[src/rtl/conv_scheduler_pkg.sv]
// Shared constants and state encoding for the C1 convolution scheduler.
// Later layer schedulers reuse the same derived-size pattern.
package conv_scheduler_pkg;
    localparam int FILTER_SIZE        = 5;
    localparam int INPUT_WIDTH        = 32;
    localparam int OUTPUT_WIDTH       = INPUT_WIDTH - FILTER_SIZE + 1;
    localparam int OUTPUT_FEATURE_MAP = 6;
    localparam int W_DEPTH            = 26;
    localparam int PIPE_LATENCY       = 7;
    localparam int OUT_ADDR_W         = 13;
    localparam int W_ADDR_W           = 8;

    localparam int OUT_MAP_SIZE = OUTPUT_WIDTH * OUTPUT_WIDTH;
    localparam int WIN_COUNT    = OUT_MAP_SIZE;  // one window per output pixel

    typedef enum logic [2:0] {
        IDLE,
        LOAD_W,
        RUN,
        DRAIN,
        NEXT,
        DONE
    } state_t;
endpackage

[src/rtl/conv_scheduler_if.sv]
// Control/handshake bundle between the C1 scheduler and its memories,
// window buffer and datapath.
interface conv_scheduler_if;
    import conv_scheduler_pkg::*;

    logic                  start;
    logic                  busy;
    logic                  done;
    logic                  w_rd_en;
    logic [W_ADDR_W-1:0]   w_rd_addr;
    logic                  w_load_en;
    logic [4:0]            w_load_idx;
    logic                  win_ready;
    logic                  win_valid;
    logic [4:0]            win_row;
    logic [4:0]            win_col;
    logic                  out_we;
    logic [OUT_ADDR_W-1:0] out_addr;
    logic [2:0]            map_idx;

    modport master (
        input  start, win_ready,
        output busy, done, w_rd_en, w_rd_addr, w_load_en, w_load_idx,
               win_valid, win_row, win_col, out_we, out_addr, map_idx
    );

    modport slave (
        output start, win_ready,
        input  busy, done, w_rd_en, w_rd_addr, w_load_en, w_load_idx,
               win_valid, win_row, win_col, out_we, out_addr, map_idx
    );
endinterface

[src/rtl/conv_scheduler_valid_delay_line.sv]
// {valid,addr} delay line matching the datapath latency; never stalls.
// pend flags items that will still be in flight after this cycle.
module valid_delay_line #(
    parameter int DEPTH = 7,
    parameter int W     = 13
) (
    input  logic         clk,
    input  logic         rst_n,
    input  logic         in_vld,
    input  logic [W-1:0] in_dat,
    output logic         out_vld,
    output logic [W-1:0] out_dat,
    output logic         pend
);
    logic [DEPTH-1:0]        vld_pipe;
    logic [DEPTH-1:0][W-1:0] dat_pipe;

    always_ff @(posedge clk or negedge rst_n) begin
        if (!rst_n) begin
            vld_pipe <= '0;
            dat_pipe <= '0;
        end else begin
            vld_pipe <= {vld_pipe[DEPTH-2:0], in_vld};
            dat_pipe <= {dat_pipe[DEPTH-2:0], in_dat};
        end
    end

    assign out_vld = vld_pipe[DEPTH-1];
    assign out_dat = dat_pipe[DEPTH-1];
    assign pend    = |vld_pipe[DEPTH-2:0];
endmodule

[src/rtl/conv_scheduler.sv]
// LeNet-5 C1 sequencer: per map, loads 25 weights + bias, then sweeps all
// 28x28 windows and emits output writes PIPE_LATENCY cycles after issue.
module conv_scheduler
    import conv_scheduler_pkg::*;
(
    input logic             clk,
    input logic             rst_n,
    conv_scheduler_if.master bus
);
    state_t                state;
    logic [2:0]            map;
    logic [4:0]            row, col, rd_idx;
    logic [OUT_ADDR_W-1:0] obase;  // map*784 + row*28, accumulated
    logic                  xfer, pend;
    logic [OUT_ADDR_W-1:0] issue_addr;

    assign xfer        = bus.win_valid && bus.win_ready;
    assign issue_addr  = obase + OUT_ADDR_W'(col);
    assign bus.win_row = row;
    assign bus.win_col = col;
    assign bus.map_idx = map;

    valid_delay_line #(.DEPTH(PIPE_LATENCY), .W(OUT_ADDR_W)) u_vdl (
        .clk    (clk),
        .rst_n  (rst_n),
        .in_vld (xfer),
        .in_dat (issue_addr),
        .out_vld(bus.out_we),
        .out_dat(bus.out_addr),
        .pend   (pend)
    );

    always_ff @(posedge clk or negedge rst_n) begin
        if (!rst_n) begin
            state          <= IDLE;
            map            <= '0;
            row            <= '0;
            col            <= '0;
            rd_idx         <= '0;
            obase          <= '0;
            bus.busy       <= 1'b0;
            bus.done       <= 1'b0;
            bus.w_rd_en    <= 1'b0;
            bus.w_rd_addr  <= '0;
            bus.w_load_en  <= 1'b0;
            bus.w_load_idx <= '0;
            bus.win_valid  <= 1'b0;
        end else begin
            // Weight memory has one cycle of read latency.
            bus.w_load_en  <= bus.w_rd_en;
            bus.w_load_idx <= rd_idx;
            bus.done       <= 1'b0;
            case (state)
                IDLE: if (bus.start) begin
                    state         <= LOAD_W;
                    bus.busy      <= 1'b1;
                    map           <= '0;
                    row           <= '0;
                    col           <= '0;
                    obase         <= '0;
                    rd_idx        <= '0;
                    bus.w_rd_en   <= 1'b1;
                    bus.w_rd_addr <= '0;
                end
                LOAD_W: begin
                    if (bus.w_rd_en) begin
                        if (rd_idx == 5'(W_DEPTH-1)) begin
                            bus.w_rd_en <= 1'b0;
                        end else begin
                            rd_idx        <= rd_idx + 5'd1;
                            bus.w_rd_addr <= bus.w_rd_addr + W_ADDR_W'(1);
                        end
                    end else begin
                        // bias capture is happening this cycle
                        state         <= RUN;
                        bus.win_valid <= 1'b1;
                    end
                end
                RUN: if (xfer) begin
                    if (col == 5'(OUTPUT_WIDTH-1)) begin
                        col <= '0;
                        if (row == 5'(OUTPUT_WIDTH-1)) begin
                            state         <= DRAIN;
                            bus.win_valid <= 1'b0;
                        end else begin
                            row   <= row + 5'd1;
                            obase <= obase + OUT_ADDR_W'(OUTPUT_WIDTH);
                        end
                    end else begin
                        col <= col + 5'd1;
                    end
                end
                // Leave once only the tail (written this cycle) can still be valid.
                DRAIN: if (!pend) state <= NEXT;
                NEXT: begin
                    if (map == 3'(OUTPUT_FEATURE_MAP-1)) begin
                        state    <= DONE;
                        bus.done <= 1'b1;
                    end else begin
                        state         <= LOAD_W;
                        map           <= map + 3'd1;
                        row           <= '0;
                        col           <= '0;
                        obase         <= obase + OUT_ADDR_W'(OUTPUT_WIDTH);
                        rd_idx        <= '0;
                        bus.w_rd_en   <= 1'b1;
                        bus.w_rd_addr <= bus.w_rd_addr + W_ADDR_W'(1);
                    end
                end
                DONE: begin
                    state    <= IDLE;
                    bus.busy <= 1'b0;
                end
                default: state <= IDLE;
            endcase
        end
    end
endmodule

[src/flat_wrapper.sv]
// flat-port wrapper written by rule: the top's interface ports become plain ports
module conv_scheduler_flat import conv_scheduler_pkg::*;
  (clk, rst_n, bus_start, bus_win_ready, bus_busy, bus_done, bus_w_rd_en, bus_w_rd_addr, bus_w_load_en, bus_w_load_idx, bus_win_valid, bus_win_row, bus_win_col, bus_out_we, bus_out_addr, bus_map_idx);
  conv_scheduler_if bus_i ();
  input logic clk;
  input logic rst_n;
  input wire logic [$bits(bus_i.start)-1:0] bus_start;
  input wire logic [$bits(bus_i.win_ready)-1:0] bus_win_ready;
  output wire logic [$bits(bus_i.busy)-1:0] bus_busy;
  output wire logic [$bits(bus_i.done)-1:0] bus_done;
  output wire logic [$bits(bus_i.w_rd_en)-1:0] bus_w_rd_en;
  output wire logic [$bits(bus_i.w_rd_addr)-1:0] bus_w_rd_addr;
  output wire logic [$bits(bus_i.w_load_en)-1:0] bus_w_load_en;
  output wire logic [$bits(bus_i.w_load_idx)-1:0] bus_w_load_idx;
  output wire logic [$bits(bus_i.win_valid)-1:0] bus_win_valid;
  output wire logic [$bits(bus_i.win_row)-1:0] bus_win_row;
  output wire logic [$bits(bus_i.win_col)-1:0] bus_win_col;
  output wire logic [$bits(bus_i.out_we)-1:0] bus_out_we;
  output wire logic [$bits(bus_i.out_addr)-1:0] bus_out_addr;
  output wire logic [$bits(bus_i.map_idx)-1:0] bus_map_idx;
  assign bus_i.start = bus_start;
  assign bus_i.win_ready = bus_win_ready;
  assign bus_busy = bus_i.busy;
  assign bus_done = bus_i.done;
  assign bus_w_rd_en = bus_i.w_rd_en;
  assign bus_w_rd_addr = bus_i.w_rd_addr;
  assign bus_w_load_en = bus_i.w_load_en;
  assign bus_w_load_idx = bus_i.w_load_idx;
  assign bus_win_valid = bus_i.win_valid;
  assign bus_win_row = bus_i.win_row;
  assign bus_win_col = bus_i.win_col;
  assign bus_out_we = bus_i.out_we;
  assign bus_out_addr = bus_i.out_addr;
  assign bus_map_idx = bus_i.map_idx;
  conv_scheduler u_core (.clk(clk), .rst_n(rst_n), .bus(bus_i));
endmodule
[config.mk]
export PLATFORM = sky130hd
export DESIGN_NAME = conv_scheduler_flat
export DESIGN_NICKNAME = d
export VERILOG_FILES = /design/src/rtl/conv_scheduler_pkg.sv /design/src/rtl/conv_scheduler_if.sv /design/src/rtl/conv_scheduler_valid_delay_line.sv /design/src/rtl/conv_scheduler.sv /design/src/flat_wrapper.sv
export SDC_FILE = /design/constraint.sdc
export NUM_CORES = 1
export LEC_CHECK = 0
export CELL_PAD_IN_SITES_DETAIL_PLACEMENT = 0
export CELL_PAD_IN_SITES_GLOBAL_PLACEMENT = 1
export CORE_UTILIZATION = 50
export CTS_BUF_LIST = sky130_fd_sc_hd__clkbuf_16
export CTS_CLUSTER_SIZE = 8
export DETAILED_ROUTE_END_ITERATION = 8
export MAX_ROUTING_LAYER = met4
export PLACE_DENSITY_LB_ADDON = 0.08
export SYNTH_ARGS = -nofsm -noshare
export SYNTH_HDL_FRONTEND = slang
export SYNTH_SLANG_ARGS = --single-unit
export TNS_END_PERCENT = 100
[constraint.sdc]
create_clock -name clk -period 4.35 [get_ports clk]
set_input_delay 0.435 -clock clk [delete_from_list [all_inputs] [get_ports clk]]
set_output_delay 0.435 -clock clk [all_outputs]
set_load 0.03 [all_outputs]
==> run_results.csv <==
group,metric,value,unit
status,run_status,"finished, final reports clean",
clock_tree,ctsRootBufferMaster,"clkbuf_16",
floorplanning,initial_core_util,51.4,%
cells_and_area,fillers,799,
timing,tns,0,ns
setup_path,r2r_slack,1.71,ns
setup_path,cp.required,4.68,ns
yosys,avgSynthCellArea,13.0,um^2
yosys,yosys.area.top_type,"dfrtp_1",
global_route,grt_pass1_wl,15.9,mm
cells_and_area,drive_above_1_share,9.03,%
yosys,synth_warnings,0,
clock_tree,postCtsSetupBuffers,0,
floorplanning,fp-row-count,37,
hold_path,hp-start,"u_core.u_vdl.dat_pipe[6]",
setup_path,rr_endpoint,"u_core.bus.w_rd_addr[6]",
placement,dp_hpwl,5.70,mm
timing,hold_viol,0,
yosys,netlist_instances,407,
cells_and_area,area_growth,21.8,%
global_route,antenna_found_initial,0,
clock_tree,cts_buffers,17,
route,drc,0,
clock_tree,postCtsHoldBufs,1,
setup_path,cp_max_fo,19,
cells_and_area,layout_common_cells,"dfrtp_1 (148), clkdlybuf4s50_1 (47), nor2_1 (35)",
timing,rsz0062_at_grt,"no",
clock_tree,cts_tree,"yes",
timing,fin_skew,0.0112,ns
yosys,ys_top_cells_by_area,"dfrtp_1 (70%), ha_1 (2.6%), nor2_1 (2.5%)",
timing,hold_ws,0.342,ns
timing,tightest_slew,0.986,ns
clock_tree,post_cts_resized,0,
setup_path,worst_setup_path_end_kind,"register",
setup_path,reg2reg_depth,6,
route,first_pass_iters,4,
route,routed-via-count,3108,
yosys,ys_seq_elements,148,
clock_tree,clk_latency,0.42,ns
flow_run,drv_cap,0,
clock_tree,cts_sinks,148,
hold_path,min_path_type,"register to register",
setup_path,crit_type,"register to register",
timing,fin_ws,1.71,ns
setup_path,critical_path_buf_inv_count,0,
clock_tree,cts.clk_slew.worst_paths,0.06,ns
setup_path,critPathMaxStageDelay,0.58,ns
floorplanning,coreArea,10300,um^2
route,detail_route.vias_per_cell,5.17,
hold_path,hold_end,"u_core.u_vdl.dat_pipe[19]",
floorplanning,die_y,105,um
cells_and_area,nets,467,
timing,max_freq,379,MHz
clock_tree,htreeDepth,4,
cells_and_area,design_area,6430,um^2
yosys,synth_top_area_share,70.1,%
yosys,synth_area,5280,um^2
placement,io_buffers,48,
pwr,cellPowerDensity,661,nW/um^2
global_route,grt_remaining_overflow,0,
yosys,async_flop_share,100,%
global_route,grt_usage,19.8,%
yosys,synth-edff-count,0,
floorplanning,die_x,105,um
global_route,grt_max_degree,62,
pwr,leakagePower,3.05,nW
timing,slew-limit-headroom,34.0,%
timing,min_period_over_period,60.7,%
yosys,synth.net_count,422,
setup_path,slowest_stage,"o211a_1",
timing,layout_min_cycle_time,2.64,ns
route,wire_per_inst,15.0,um
setup_path,crit_chain,"ha_1 -> nand3_1 -> o211a_1 -> nor2_1 -> or4_1 -> a21oi_1",
timing,drv_slew,0,
yosys,ys_types,47,
yosys,synth-main-ff-cell,"dfrtp_1",
cells_and_area,final_common_cell,"dfrtp_1",
placement,dp_slack,1.55,ns
timing,setup_violations,0,
pwr,peakVddDrop,0.260,mV
route,first_iter_violations,168,
setup_path,regToRegStartpoint,"u_core.bus.map_idx[0]",
hold_path,whs_path_depth,0,
global_route,grt_pass1_vias,3212,
clock_tree,cts_buffer_depth,2,
floorplanning,pin_count,49,
route,antenna_left,0,
placement,place_area,5790,um^2
route,wirelength,9.01,mm
setup_path,critPathTopFamily,"simple AND/OR/NAND/NOR gates",
yosys,ys_seq_area_share,70.1,%
floorplanning,design.die.area,11000,um^2
cells_and_area,diodes,0,
placement,gp_congestion,0.821,
setup_path,cp-start-kind,"register",
setup_path,arrival,2.97,ns
cells in the mapped netlist, types with 2 or more instances:
cell type and n:
dfrtp_1 148, or3_1 6, o22ai_1 2, o211ai_1 7, nand2b_1 4, and4b_1 2
or4_1 5, nor4_1 2, a211oi_1 2, a21o_1 3, nand4_1 3, inv_1 10
nand4b_1 3, nand3_1 12, nor2b_1 2, o31ai_1 6, or2_2 2, nor2_1 35
a21oi_1 17, o41ai_1 3, clkbuf_1 6, nand2_1 33, o21ai_1 18, xor2_1 12
buf_2 4, o21ai_0 9, ha_1 11, xnor2_1 7, buf_4 15
final cells by class:
cell class	count	area, um^2	area share, %
repair buffers	51	507	7.88
well taps	136	170	2.64
clock buffers	17	425	6.61
multi-input cells	223	1380	21.5
inverters	11	41.3	0.642
flip-flops and latches	148	3700	57.6
clock inverters	15	206	3.21
cell families after synthesis:
kind of cell	synth area share (%)
fa+ha+maj	2.61
mux	0.403
flops	70.1
simple gates	11.2
compound gates	8.82
buf+inv	3.72
xor+xnor	3.15
registers in the layout, summed over array words and instances (netlist names):
signal,cells
u_core.rd_idx,5
u_core.u_vdl.out_dat,13
u_core.bus.win_valid,1
u_core.u_vdl.dat_pipe,78
u_core.bus.done,1
u_core.bus.w_rd_addr,8
u_core.u_vdl.vld_pipe,7
u_core.bus.w_load_idx,5
u_core.state,3
u_core.bus.map_idx,3
u_core.bus.win_row,5
u_core.bus.busy,1
u_core.obase,11
u_core.bus.w_load_en,1
u_core.bus.w_rd_en,1
u_core.bus.win_col,5
metrics by stage:
stage               utilization (%)  std cells  power, W
floorplan                         -        407   0.00245
global placement               56.4        568   0.00271
detailed placement             56.4        568   0.00274
CTS                            62.6        601   0.00430
global route                   62.6        601   0.00447
finish                         62.6        601   0.00425
metal layers:
metal,GRT usage (%),vias up,routed length (um)
li1,-,1480,-
met1,25.2,1543,4180
met2,30.0,73,4350
met3,5.36,12,313
met4,8.75,0,161
met5,-,-,0
worst register-to-register path, cell delays in order (launching register included):
cell	delay [ns]
dfrtp_1	0.42
ha_1	0.25
nand3_1	0.13
o211a_1	0.58
nor2_1	0.41
or4_1	0.58
a21oi_1	0.17
power by group:
part / total, W / switching [W] / internal [W]
registers: 0.00185 / 0.000189 / 0.00166
logic: 0.000876 / 0.000552 / 0.000324
clock network: 0.00153 / 0.000598 / 0.000930
total: 0.00425 / 0.00134 / 0.00291
worst max path at each step:
stage / startpoint / to / slack (ns) / depth (start not counted)
3_3_place_gp: bus_start / u_core.bus.w_rd_addr[6] / 1.64 / 5
5_1_grt: u_core.bus.map_idx[0] / u_core.bus.w_rd_addr[6] / 1.49 / 6
4_1_cts: u_core.bus.map_idx[0] / u_core.bus.w_rd_addr[6] / 1.70 / 6
6_report: u_core.bus.map_idx[0] / u_core.bus.w_rd_addr[6] / 1.71 / 6
3_5_place_dp: bus_start / u_core.bus.w_rd_addr[6] / 1.55 / 5
2_1_floorplan: u_core.bus.win_row[0] / u_core.obase[10] / 2.27 / 6
Note: power is estimated with default switching activity, not from simulation.
